===== config.mk =====
export PLATFORM = sky130hd
export DESIGN_NAME = audio_dac_serializer
export DESIGN_NICKNAME = d
export VERILOG_FILES = /design/src/rtl/audio_pkg.sv /design/src/rtl/audio_frame_fifo.sv /design/src/rtl/audio_dac_serializer.sv
export SDC_FILE = /design/constraint.sdc
export NUM_CORES = 1
export LEC_CHECK = 0
export ABC_AREA = 1
export CAP_MARGIN = 10
export CORE_MARGIN = 2
export CORE_UTILIZATION = 35
export DETAILED_ROUTE_END_ITERATION = 7
export GPL_ROUTABILITY_DRIVEN = 0
export HOLD_SLACK_MARGIN = 0.1
export PLACE_DENSITY = 0.58
export SYNTH_ARGS = -nofsm -noshare
export SYNTH_HDL_FRONTEND = slang
export SYNTH_SLANG_ARGS = --single-unit

===== constraint.sdc =====
create_clock -name clk -period 6.3 [get_ports clk]
set_input_delay 0.63 -clock clk [delete_from_list [all_inputs] [get_ports clk]]
set_output_delay 0.63 -clock clk [all_outputs]
set_load 0.005 [all_outputs]

===== src/rtl/audio_pkg.sv =====
// Shared types and constants for the audio DAC serializer slice.
package audio_pkg;

    localparam int DEFAULT_DATA_WIDTH = 24;

    // Flops between an async codec pin and its first use in the clk domain.
    localparam int SYNC_STAGES = 2;

    typedef logic [DEFAULT_DATA_WIDTH-1:0] sample_t;

    typedef enum logic [1:0] {
        WAIT_FRAME,
        SHIFT,
        PAD
    } state_t;

endpackage


===== src/rtl/audio_frame_fifo.sv =====
// Synchronous stereo-frame FIFO with show-ahead read data and a registered
// ready flag that mirrors "not full" for the level held in the register.
module audio_frame_fifo
    import audio_pkg::*;
#(
    parameter int WIDTH = 48,
    parameter int DEPTH = 8,
    localparam int AW = $clog2(DEPTH)
) (
    input  logic             clk,
    input  logic             reset,
    input  logic             push,
    input  logic             pop,
    input  logic [WIDTH-1:0] wr_data,
    output logic [WIDTH-1:0] rd_data,
    output logic             ready,
    output logic             empty,
    output logic [AW:0]      level
);

    localparam logic [AW:0]   LVL_ONE  = (AW+1)'(1);
    localparam logic [AW:0]   LVL_FULL = (AW+1)'(DEPTH);
    localparam logic [AW-1:0] PTR_ONE  = AW'(1);

    logic [WIDTH-1:0] mem [DEPTH];
    logic [AW-1:0]    wr_ptr;
    logic [AW-1:0]    rd_ptr;
    logic             do_push;
    logic             do_pop;
    logic [AW:0]      level_next;

    assign empty   = (level == '0);
    assign rd_data = mem[rd_ptr];

    // Qualify the requests and work out the next occupancy.
    always_comb begin
        // NOTE: every signal driven here gets a default first, so no path can infer a latch.
        do_push    = push && ready;
        do_pop     = pop && !empty;
        level_next = level;
        if (do_push && !do_pop) begin
            level_next = level + LVL_ONE;
        end else if (!do_push && do_pop) begin
            level_next = level - LVL_ONE;
        end
    end

    // Pointers, level and the registered ready flag.
    always_ff @(posedge clk) begin
        // NOTE: state registers use non-blocking assignments so every flop samples pre-edge values.
        if (reset) begin
            wr_ptr <= '0;
            rd_ptr <= '0;
            level  <= '0;
            ready  <= 1'b0;
        end else begin
            if (do_push) wr_ptr <= wr_ptr + PTR_ONE;
            if (do_pop)  rd_ptr <= rd_ptr + PTR_ONE;
            level <= level_next;
            ready <= (level_next != LVL_FULL);
        end
    end

    // Frame storage.
    always_ff @(posedge clk) begin
        // NOTE: storage is not reset; the pointers and level alone define which entries are valid.
        if (do_push) mem[wr_ptr] <= wr_data;
    end

endmodule


===== src/rtl/audio_dac_serializer.sv =====
// Left-justified stereo serializer: oversamples the codec's BCLK/DACLRCK,
// pops one buffered frame per left-channel start and shifts it out MSB first.
module audio_dac_serializer
    import audio_pkg::*;
#(
    parameter int DATA_WIDTH = 24,
    parameter int FIFO_DEPTH = 8,
    parameter int CNT_WIDTH  = 16
) (
    input  logic                          clk,
    input  logic                          reset,
    input  logic                          enable,
    input  logic [DATA_WIDTH-1:0]         sample_left,
    input  logic [DATA_WIDTH-1:0]         sample_right,
    input  logic                          sample_valid,
    output logic                          sample_ready,
    output logic [$clog2(FIFO_DEPTH):0]   fifo_level,
    input  logic                          bclk,
    input  logic                          daclrck,
    output logic                          dacdat,
    output logic [CNT_WIDTH-1:0]          underrun_count
);

    localparam int CW = $clog2(DATA_WIDTH);
    localparam logic [CW-1:0]        CNT_LAST  = CW'(DATA_WIDTH - 1);
    localparam logic [CW-1:0]        CNT_ONE   = CW'(1);
    localparam logic [CNT_WIDTH-1:0] UNDER_ONE = CNT_WIDTH'(1);

    // Codec pin synchronizers and edge history.
    logic [SYNC_STAGES-1:0] bclk_sync;
    logic [SYNC_STAGES-1:0] lr_sync;
    logic                   bclk_hist;
    logic                   lr_hist;
    logic                   lr_rise;
    logic                   lr_fall;
    logic                   bclk_fall;

    // FIFO interface.
    logic [2*DATA_WIDTH-1:0] fifo_rd;
    logic [DATA_WIDTH-1:0]   rd_left;
    logic [DATA_WIDTH-1:0]   rd_right;
    logic                    fifo_empty;
    logic                    pop;

    // Serializer state and its next-state values.
    state_t                state, state_n;
    logic [CW-1:0]         bit_cnt, cnt_n;
    logic [DATA_WIDTH-1:0] shift_reg, shift_n;
    logic [DATA_WIDTH-1:0] right_hold, right_n;
    logic                  dacdat_n;
    logic [CNT_WIDTH-1:0]  under_n;

    audio_frame_fifo #(
        .WIDTH (2 * DATA_WIDTH),
        .DEPTH (FIFO_DEPTH)
    ) u_fifo (
        .clk     (clk),
        .reset   (reset),
        .push    (sample_valid),
        .pop     (pop),
        .wr_data ({sample_left, sample_right}),
        .rd_data (fifo_rd),
        .ready   (sample_ready),
        .empty   (fifo_empty),
        .level   (fifo_level)
    );

    assign {rd_left, rd_right} = fifo_rd;

    // Oversample the async pins; these flops are left out of reset so that a
    // reset while DACLRCK is high cannot manufacture a false frame start.
    always_ff @(posedge clk) begin
        bclk_sync <= {bclk_sync[SYNC_STAGES-2:0], bclk};
        lr_sync   <= {lr_sync[SYNC_STAGES-2:0], daclrck};
        bclk_hist <= bclk_sync[SYNC_STAGES-1];
        lr_hist   <= lr_sync[SYNC_STAGES-1];
    end

    assign lr_rise   =  lr_sync[SYNC_STAGES-1]   & ~lr_hist;
    assign lr_fall   = ~lr_sync[SYNC_STAGES-1]   &  lr_hist;
    assign bclk_fall = ~bclk_sync[SYNC_STAGES-1] &  bclk_hist;

    // Next-state logic: LRCK edges outrank BCLK so a coincident fall keeps the new MSB.
    always_comb begin
        state_n  = state;
        cnt_n    = bit_cnt;
        shift_n  = shift_reg;
        right_n  = right_hold;
        dacdat_n = dacdat;
        under_n  = underrun_count;
        pop      = 1'b0;
        if (lr_rise) begin
            if (enable && !fifo_empty) begin
                pop     = 1'b1;
                shift_n = rd_left;
                right_n = rd_right;
            end else begin
                shift_n = '0;
                right_n = '0;
                if (enable && (underrun_count != '1)) begin
                    under_n = underrun_count + UNDER_ONE;
                end
            end
            dacdat_n = shift_n[DATA_WIDTH-1];
            cnt_n    = CNT_LAST;
            state_n  = SHIFT;
        end else if (lr_fall && (state != WAIT_FRAME)) begin
            shift_n  = right_hold;
            dacdat_n = right_hold[DATA_WIDTH-1];
            cnt_n    = CNT_LAST;
            state_n  = SHIFT;
        end else if (bclk_fall && (state == SHIFT)) begin
            if (bit_cnt == '0) begin
                dacdat_n = 1'b0;
                state_n  = PAD;
            end else begin
                shift_n  = {shift_reg[DATA_WIDTH-2:0], 1'b0};
                dacdat_n = shift_reg[DATA_WIDTH-2];
                cnt_n    = bit_cnt - CNT_ONE;
            end
        end
    end

    // Serializer state register.
    always_ff @(posedge clk) begin
        if (reset) begin
            state          <= WAIT_FRAME;
            bit_cnt        <= '0;
            shift_reg      <= '0;
            right_hold     <= '0;
            dacdat         <= 1'b0;
            underrun_count <= '0;
        end else begin
            state          <= state_n;
            bit_cnt        <= cnt_n;
            shift_reg      <= shift_n;
            right_hold     <= right_n;
            dacdat         <= dacdat_n;
            underrun_count <= under_n;
        end
    end

endmodule


[Word level (Yosys, flattened, before mapping)]
Memories as Yosys holds them, arrays and structs flattened. A register that Yosys moved wholly into a read port is not among the register bits.
Cells that the tools add are included.
W data, S select, Z words.
Operators by class
  add/subtract/negate cells: 6
  equal/unequal tests: 4
  multiplexer cells: 26
  bitwise operators: 8
  reduce and logical (&&, ||, !) cells: 22
Operators by type and width (number)
  $mux W23: 4
  $mux W24: 2
  $mux W5: 4
  $add A16 B1 Y16 const B: 1
  $ne A16 B16 Y1 const B: 1
  $mux W1: 12
  $logic_and A1 B1 Y1: 8
  $mux W4: 2
  $reduce_and A2 Y1: 4
  $add A3 B1 Y3 const B: 2
  $mux W3: 2
  $reduce_bool A3 Y1: 2
  $logic_not A5 Y1: 1
  $not A1 Y1: 5
  $sub A5 B1 Y5 const B: 1
  $add A4 B1 Y4 const B: 1
  $logic_not A4 Y1: 1
  $ne A4 B4 Y1 const B: 1
  $sub A4 B1 Y4 const B: 1
  $and A1 B1 Y1: 3
  $logic_not A1 Y1: 3
  $ne A3 B3 Y1 const B: 1
  $reduce_and A3 Y1: 1
  $reduce_or A3 Y1: 1
  2 further kinds: 2
Word-level totals
  memories kept: 1
  word-level logic and storage cells: 83
  input port bits: 54
  RAM bits: 384
  output and inout port bits: 22
  register bits after elaboration: 88
Memories
  u_fifo.mem: depth 8, bits a word 48, rd ports 1, clocked after memory_dff 1, write ports 1, line audio_frame_fifo.sv:25  | logic [WIDTH-1:0] mem [DEPTH];

[Longest topological paths before layout]
Gate-level depths: netlist of run 1.
  depth in word-level cells: 10
  mapped depth: 12
  mapped depth without buffers: 12

[Hierarchy]
From an unflattened synthesis of run 1, not the netlist that was laid out.
Second synthesis, totals
  cell total of the unflattened synthesis: 1712
  area, all modules: 19185.9 sq um
Modules (own cells, without submodules)
  audio_frame_fifo: cells each 1189, area an instance 15562.4 sq um, seq. area each 11811.3 sq um, instances 1
  audio_dac_serializer: cells each 523, area an instance 3623.5 sq um, seq. area each 1541.5 sq um, instances 1

[Worst setup path before layout of run 1]
Ideal clock, no wire load.
  path kind: in2reg
  start: in sample_valid
  end: mem u_fifo.mem[0][0], enable pin
  setup time: 0.454 ns
  path slack: 2.775 ns
  cell stages on the path: 4
  buffers on the path: 0
  required time: 5.846 ns
  arrival: 3.071 ns
  cell sequence: nand2_1 inv_1 nand2_1 nor2_1
Between the ends
  cells in the longest elaborated chain, start to end: 3
RTL lines
  start: declaration: line audio_dac_serializer.sv:15  | input logic sample_valid,
  $logic_and A1 B1 Y1: line audio_frame_fifo.sv:38  | do_push = push && ready;
  $mux W1: line audio_frame_fifo.sv:67  | if (do_push) mem[wr_ptr] <= wr_data;
  $mux W1 (not written as such): line audio_frame_fifo.sv:67
  end: declaration: line audio_frame_fifo.sv:25
Every way passes these cells.

==> impl_metrics.ini, run 1 <==
[status]
outcome = finished, final reports clean

[worst_setup_path]
required_ns = 6.81
crit_arrival_ns = 3.55
path_delay_family = buffers and inverters
cp_cell_sequence = buf_4 -> buf_4 -> o21ai_0 -> o211ai_1 -> nand3_1 -> a31oi_1
slowest_delay_ns = 0.88
startpoint_type = flip-flop
crit_path_frequent_cell = buf_4
cpMaxStageDelayCell = buf_4
crit_buf_inv = 2
crit_path_end_kind = flip-flop
path_max_fanout = 97
critPathKind = flip-flop to flip-flop

[route]
dr_wl_met2_um = 21500
met1_length_um = 20500
highest-signal-layer = met5
drt-total-wl_um = 45300
drt_iter0_markers = 827
vias_per_cell = 5.12
postRouteAntennaNets = 0
route.vias.total = 12200
drcViolationCount = 0
dr_wl_met3_um = 2350
post_drt_wl_per_cell_um = 19.0
drt-pass1-iter-count = 5

[sta]
slew-limit-headroom = 0.199
setup_ws_ns = 3.26
hold_viol_final = 0
setup-tns-final_ns = 0
period_share = 0.482
holdWs_ns = 0.331
clock_skew_ns = 0.0244
min_period_ns = 3.04
setup_viol = 0
fmax_mhz = 329
rsz0062_at_grt = no
slew_viol_final = 0
tightest_slew_ns = 1.20

[layout]
mostFrequentLayoutCell = edfxtp_1
layout.cells.non_filler = 2387
diodes = 0
drive_above_1_share = 0.0645
nNetsFinal = 1713
final_core_util = 0.404
n_fill_cell = 5080
layout_common_cells = edfxtp_1 (384), nor2_1 (304), o21ai_0 (203), nand2_1 (135), dfxtp_1 (89)
postLayoutCellArea_um2 = 21700
area_growth_pct = 14.5
largest_register_ffs = 384

[global_routing]
antenna_found_initial = 1
grt_pass1_wl_um = 70200
gr-total-overflow = 0
grt_start_max_net_pins = 98
grt_pass1_vias = 12000
grt.total_usage = 0.161

[floorplan]
placementRows = 85
die_h_um = 237
die_area_um2 = 55900
die_w_um = 237
ios = 76
core_area_um2 = 53600
floorplan.initialDensity = 0.353

[synthesis]
synth_warnings = 0
syn_avg_cell_area_um2 = 11.7
synthCells = 1612
yosysSeqAreaShare = 0.706
ys_types = 35
syn-num-nets = 1672
syn_area_um2 = 18900
ys_ff_latch = 475

[clocking]
clockBufferDepth = 3
clock_latency_ns = 0.60
cts_buffers = 48
cts_hold_buf = 0
htreeDepth = 2
cts_tree = yes
cts_resized = 0
post_cts_buffers = 0
cts.clk_slew.worst_paths_ns = 0.06
cts_sinks = 475
root_buffer = clkbuf_16

[pwr]
ir_drop_v = 0.000194
p_total_mw = 6.92
p_per_area_nw_per_um2 = 319
leakage_nw = 7.04

[place]
placed_cell_area_um2 = 20200
dp_slack_ns = 2.63
port_buffers = 75
place_inst = 2298
dp_hpwl_um = 25800

[min_path]
min_path_type = flip-flop to flip-flop

[run]
drv_cap = 0
==> path summary, 6_finish.rpt <==
| check | start | end | depth (start not counted) | slack (ns) |
|---|---|---|---|---|
| setup / recovery | flip-flop | shift_reg[2] | 6 | 3.26 |
| hold / removal | bclk_sync[0] | bclk_sync[1] | 0 | 0.33 |
| hold reg to reg | bclk_sync[0] | bclk_sync[1] | 0 | 0.33 |
| setup reg to reg | flip-flop | shift_reg[2] | 6 | 3.26 |
==> per-layer routing <==
layer / track usage / up-vias
li1: - / 5867
met1: 0.219 / 5979
met2: 0.266 / 318
met3: 0.0259 / 67
met4: 0.0489 / 2
met5: 0 / -
==> synth_stat cells, drive strengths merged <==
library cell	n	area, um2
a21oi	62	310
a31oi	13	81.3
and3	1	6.26
buf	50	367
clkbuf	51	191
clkinv	2	7.51
dfxtp	91	1820
edfxtp	384	11500
ha	6	75.1
inv	52	195
nand2	141	544
nand3	41	215
nand4	5	31.3
nor2	317	1220
nor2b	1	6.26
nor3	7	51.3
o211ai	78	586
o21ai	277	1390
o21bai	1	18.8
o221ai	18	158
o22ai	1	6.26
xnor2	7	61.3
xor2	6	52.6
==> final cells by class <==
| class | count | area (um2) | share of cell area |
|---|---|---|---|
| repair buffers | 92 | 893 | 0.0412 |
| inverters | 54 | 208 | 0.00958 |
| clock inverters | 16 | 124 | 0.00572 |
| well taps | 696 | 871 | 0.0402 |
| clock buffers | 72 | 1340 | 0.0620 |
| multi-input cells | 982 | 4870 | 0.225 |
| flip-flops and latches | 475 | 13400 | 0.617 |
==> where the power goes <==
part	total [mW]	internal, mW	switching, mW
sequential	3.55	3.49	0.0572
clock	2.70	1.52	1.18
combinational	0.662	0.215	0.447
==> logic make-up (layout without fill, tap and decap cells) <==
| family | count (synthesis) | count (layout) | synth area share |
|---|---|---|---|
| simple gates | 513 | 513 | 0.110 |
| flops | 475 | 475 | 0.706 |
| fa+ha+maj | 6 | 6 | 0.00397 |
| buf+inv | 155 | 234 | 0.0402 |
| compound gates | 450 | 450 | 0.135 |
| xor+xnor | 13 | 13 | 0.00602 |
No activity file was read; power rests on OpenSTA's default activity.
==> run 2, diff against run 1 <==
--- a/config.mk
+++ b/config.mk
@@ -12,7 +12,7 @@
 export DETAILED_ROUTE_END_ITERATION = 7
 export GPL_ROUTABILITY_DRIVEN = 0
 export HOLD_SLACK_MARGIN = 0.1
-export PLACE_DENSITY = 0.58
+export PLACE_DENSITY = 0.6
 export SYNTH_ARGS = -nofsm -noshare
 export SYNTH_HDL_FRONTEND = slang
 export SYNTH_SLANG_ARGS = --single-unit
==> constraint.sdc (replaced) <==
create_clock -name clk -period 2.7 [get_ports clk]
set_input_delay 0.27 -clock clk [delete_from_list [all_inputs] [get_ports clk]]
set_output_delay 0.27 -clock clk [all_outputs]
set_load 0.005 [all_outputs]
==> impl_metrics.ini, run 2 (synthesized netlist as in run 1, its figures left out) <==
[global_routing]
gr-total-overflow = 0
grt_start_max_net_pins = 133
antenna_found_initial = 0
grt_pass1_vias = 12000
grt.total_usage = 0.158
grt_pass1_wl_um = 69200

[worst_setup_path]
reg2reg_depth = 5
crit_end = fifo_level[2]
cp_cell_sequence = clkdlybuf4s50_1
cpMaxStageDelayCell = clkdlybuf4s50_1
slowest_delay_ns = 0.57
critPathKind = flip-flop to output pin
path_max_fanout = 8
startpoint_type = flip-flop
reg2reg_to = right_hold[23]
crit_path_end_kind = output pin
required_ns = 2.43
path_depth = 1
rrSetupSlack_ns = 0.78
crit_arrival_ns = 1.66
crit_buf_inv = 1
cp-startpoint = u_fifo.level[2]
path_delay_family = buffers and inverters

[sta]
setup_viol = 0
setup-tns-final_ns = 0
clock_skew_ns = 0.0191
fmax_mhz = 519
slew-limit-headroom = 0.442
period_share = 0.714
holdWs_ns = 0.123
slew_viol_final = 0
rsz0062_at_grt = no
hold_viol_final = 0
min_period_ns = 1.93
tightest_slew_ns = 0.837

[floorplan]
placementRows = 85
die_area_um2 = 55900
ios = 76
floorplan.initialDensity = 0.353
core_area_um2 = 53600
die_h_um = 237
die_w_um = 237

[clocking]
htreeDepth = 2
cts.clk_slew.worst_paths_ns = 0.06
cts_sinks = 475
cts_resized = 0
post_cts_buffers = 0
clock_latency_ns = 0.59
cts_buffers = 49
root_buffer = clkbuf_16
clockBufferDepth = 3
cts_tree = yes
cts_hold_buf = 0

[pwr]
ir_drop_v = 0.000425
leakage_nw = 7.23
p_per_area_nw_per_um2 = 746

[layout]
area_growth_pct = 16.5
drive_above_1_share = 0.0853
layout_common_cells = edfxtp_1 (384), nor2_1 (304), o21ai_0 (203), nand2_1 (135), dfxtp_1 (89)
nNetsFinal = 1732
largest_register_ffs = 384
layout.cells.non_filler = 2407
mostFrequentLayoutCell = edfxtp_1
diodes = 0

[place]
port_buffers = 75
place_inst = 2317
dp_hpwl_um = 25800

[run]
drv_cap = 0

[route]
drt_iter0_markers = 1052
drt-total-wl_um = 44400
drt-pass1-iter-count = 8
post_drt_wl_per_cell_um = 18.4
vias_per_cell = 5.11
route.vias.total = 12300
drcViolationCount = 0
postRouteAntennaNets = 0

[status]
outcome = finished, final reports clean

[min_path]
min_path_type = input port to flip-flop
## run 2: changes by cell type in the layout (fill, tap and decap cells not counted), sizes merged
cell      previous run  this run
buf                 18        36
bufinv               1         4
clkbuf              72        57
clkinv              14        25
clkinvlp             0         2
inv                 55        56
## run 2: per-layer routing
| layer | up-vias | routed length, um | global-route usage |
|---|---|---|---|
| met5 | - | 0 | 0 |
| met4 | 0 | 1090 | 0.0537 |
| met3 | 83 | 2250 | 0.0274 |
| met2 | 299 | 21300 | 0.262 |
| met1 | 6022 | 19800 | 0.211 |
| li1 | 5902 | - | - |
## run 2: area by class of cell
type / count / area, um2
well taps: 696 / 871
repair buffers: 110 / 1170
inverters: 54 / 205
flip-flops and latches: 475 / 13400
clock inverters: 33 / 287
multi-input cells: 982 / 4870
fillers: 5048 / 31600
clock buffers: 57 / 1280
## run 2: how the worst min path moves through the flow
stage | endpoint | cells past startpoint | startpoint | slack (ns)
CTS | lr_sync[0] | 1 | daclrck | 0.10
detailed placement | bclk_sync[1] | 0 | bclk_sync[0] | 0.32
global route | lr_sync[0] | 1 | daclrck | 0.14
floorplan | bclk_sync[0] | 0 | bclk | 0.30
global placement | bclk_sync[1] | 0 | bclk_sync[0] | 0.32
finish | u_fifo.ready | 4 | reset | 0.12
## run 2: power by group
group	internal [mW]	switching (mW)
Combinational	0.535	1.05
Sequential	8.15	0.106
Clock	3.78	2.83
Total	12.5	3.99
## run 2: worst reg2reg max path, cell delays in order, from the launching register on
cell,delay [ns]
dfxtp_4,0.39
inv_2,0.60
o21ai_0,0.26
o211ai_1,0.22
o211ai_1,0.21
a21oi_1,0.17
## run 2: stage by stage
step | instance area (um2) | setup WS [ns] | util | power [mW]
finish | 22000 | 0.772 | 0.411 | 16.5
global route | 22000 | 0.560 | 0.411 | 17.1
CTS | 22000 | 0.742 | 0.411 | 16.6
detailed placement | 20500 | 0.437 | 0.382 | 10.0
global placement | 20500 | 0.449 | 0.382 | 9.97
floorplan | 18900 | -0.532 | - | 9.45
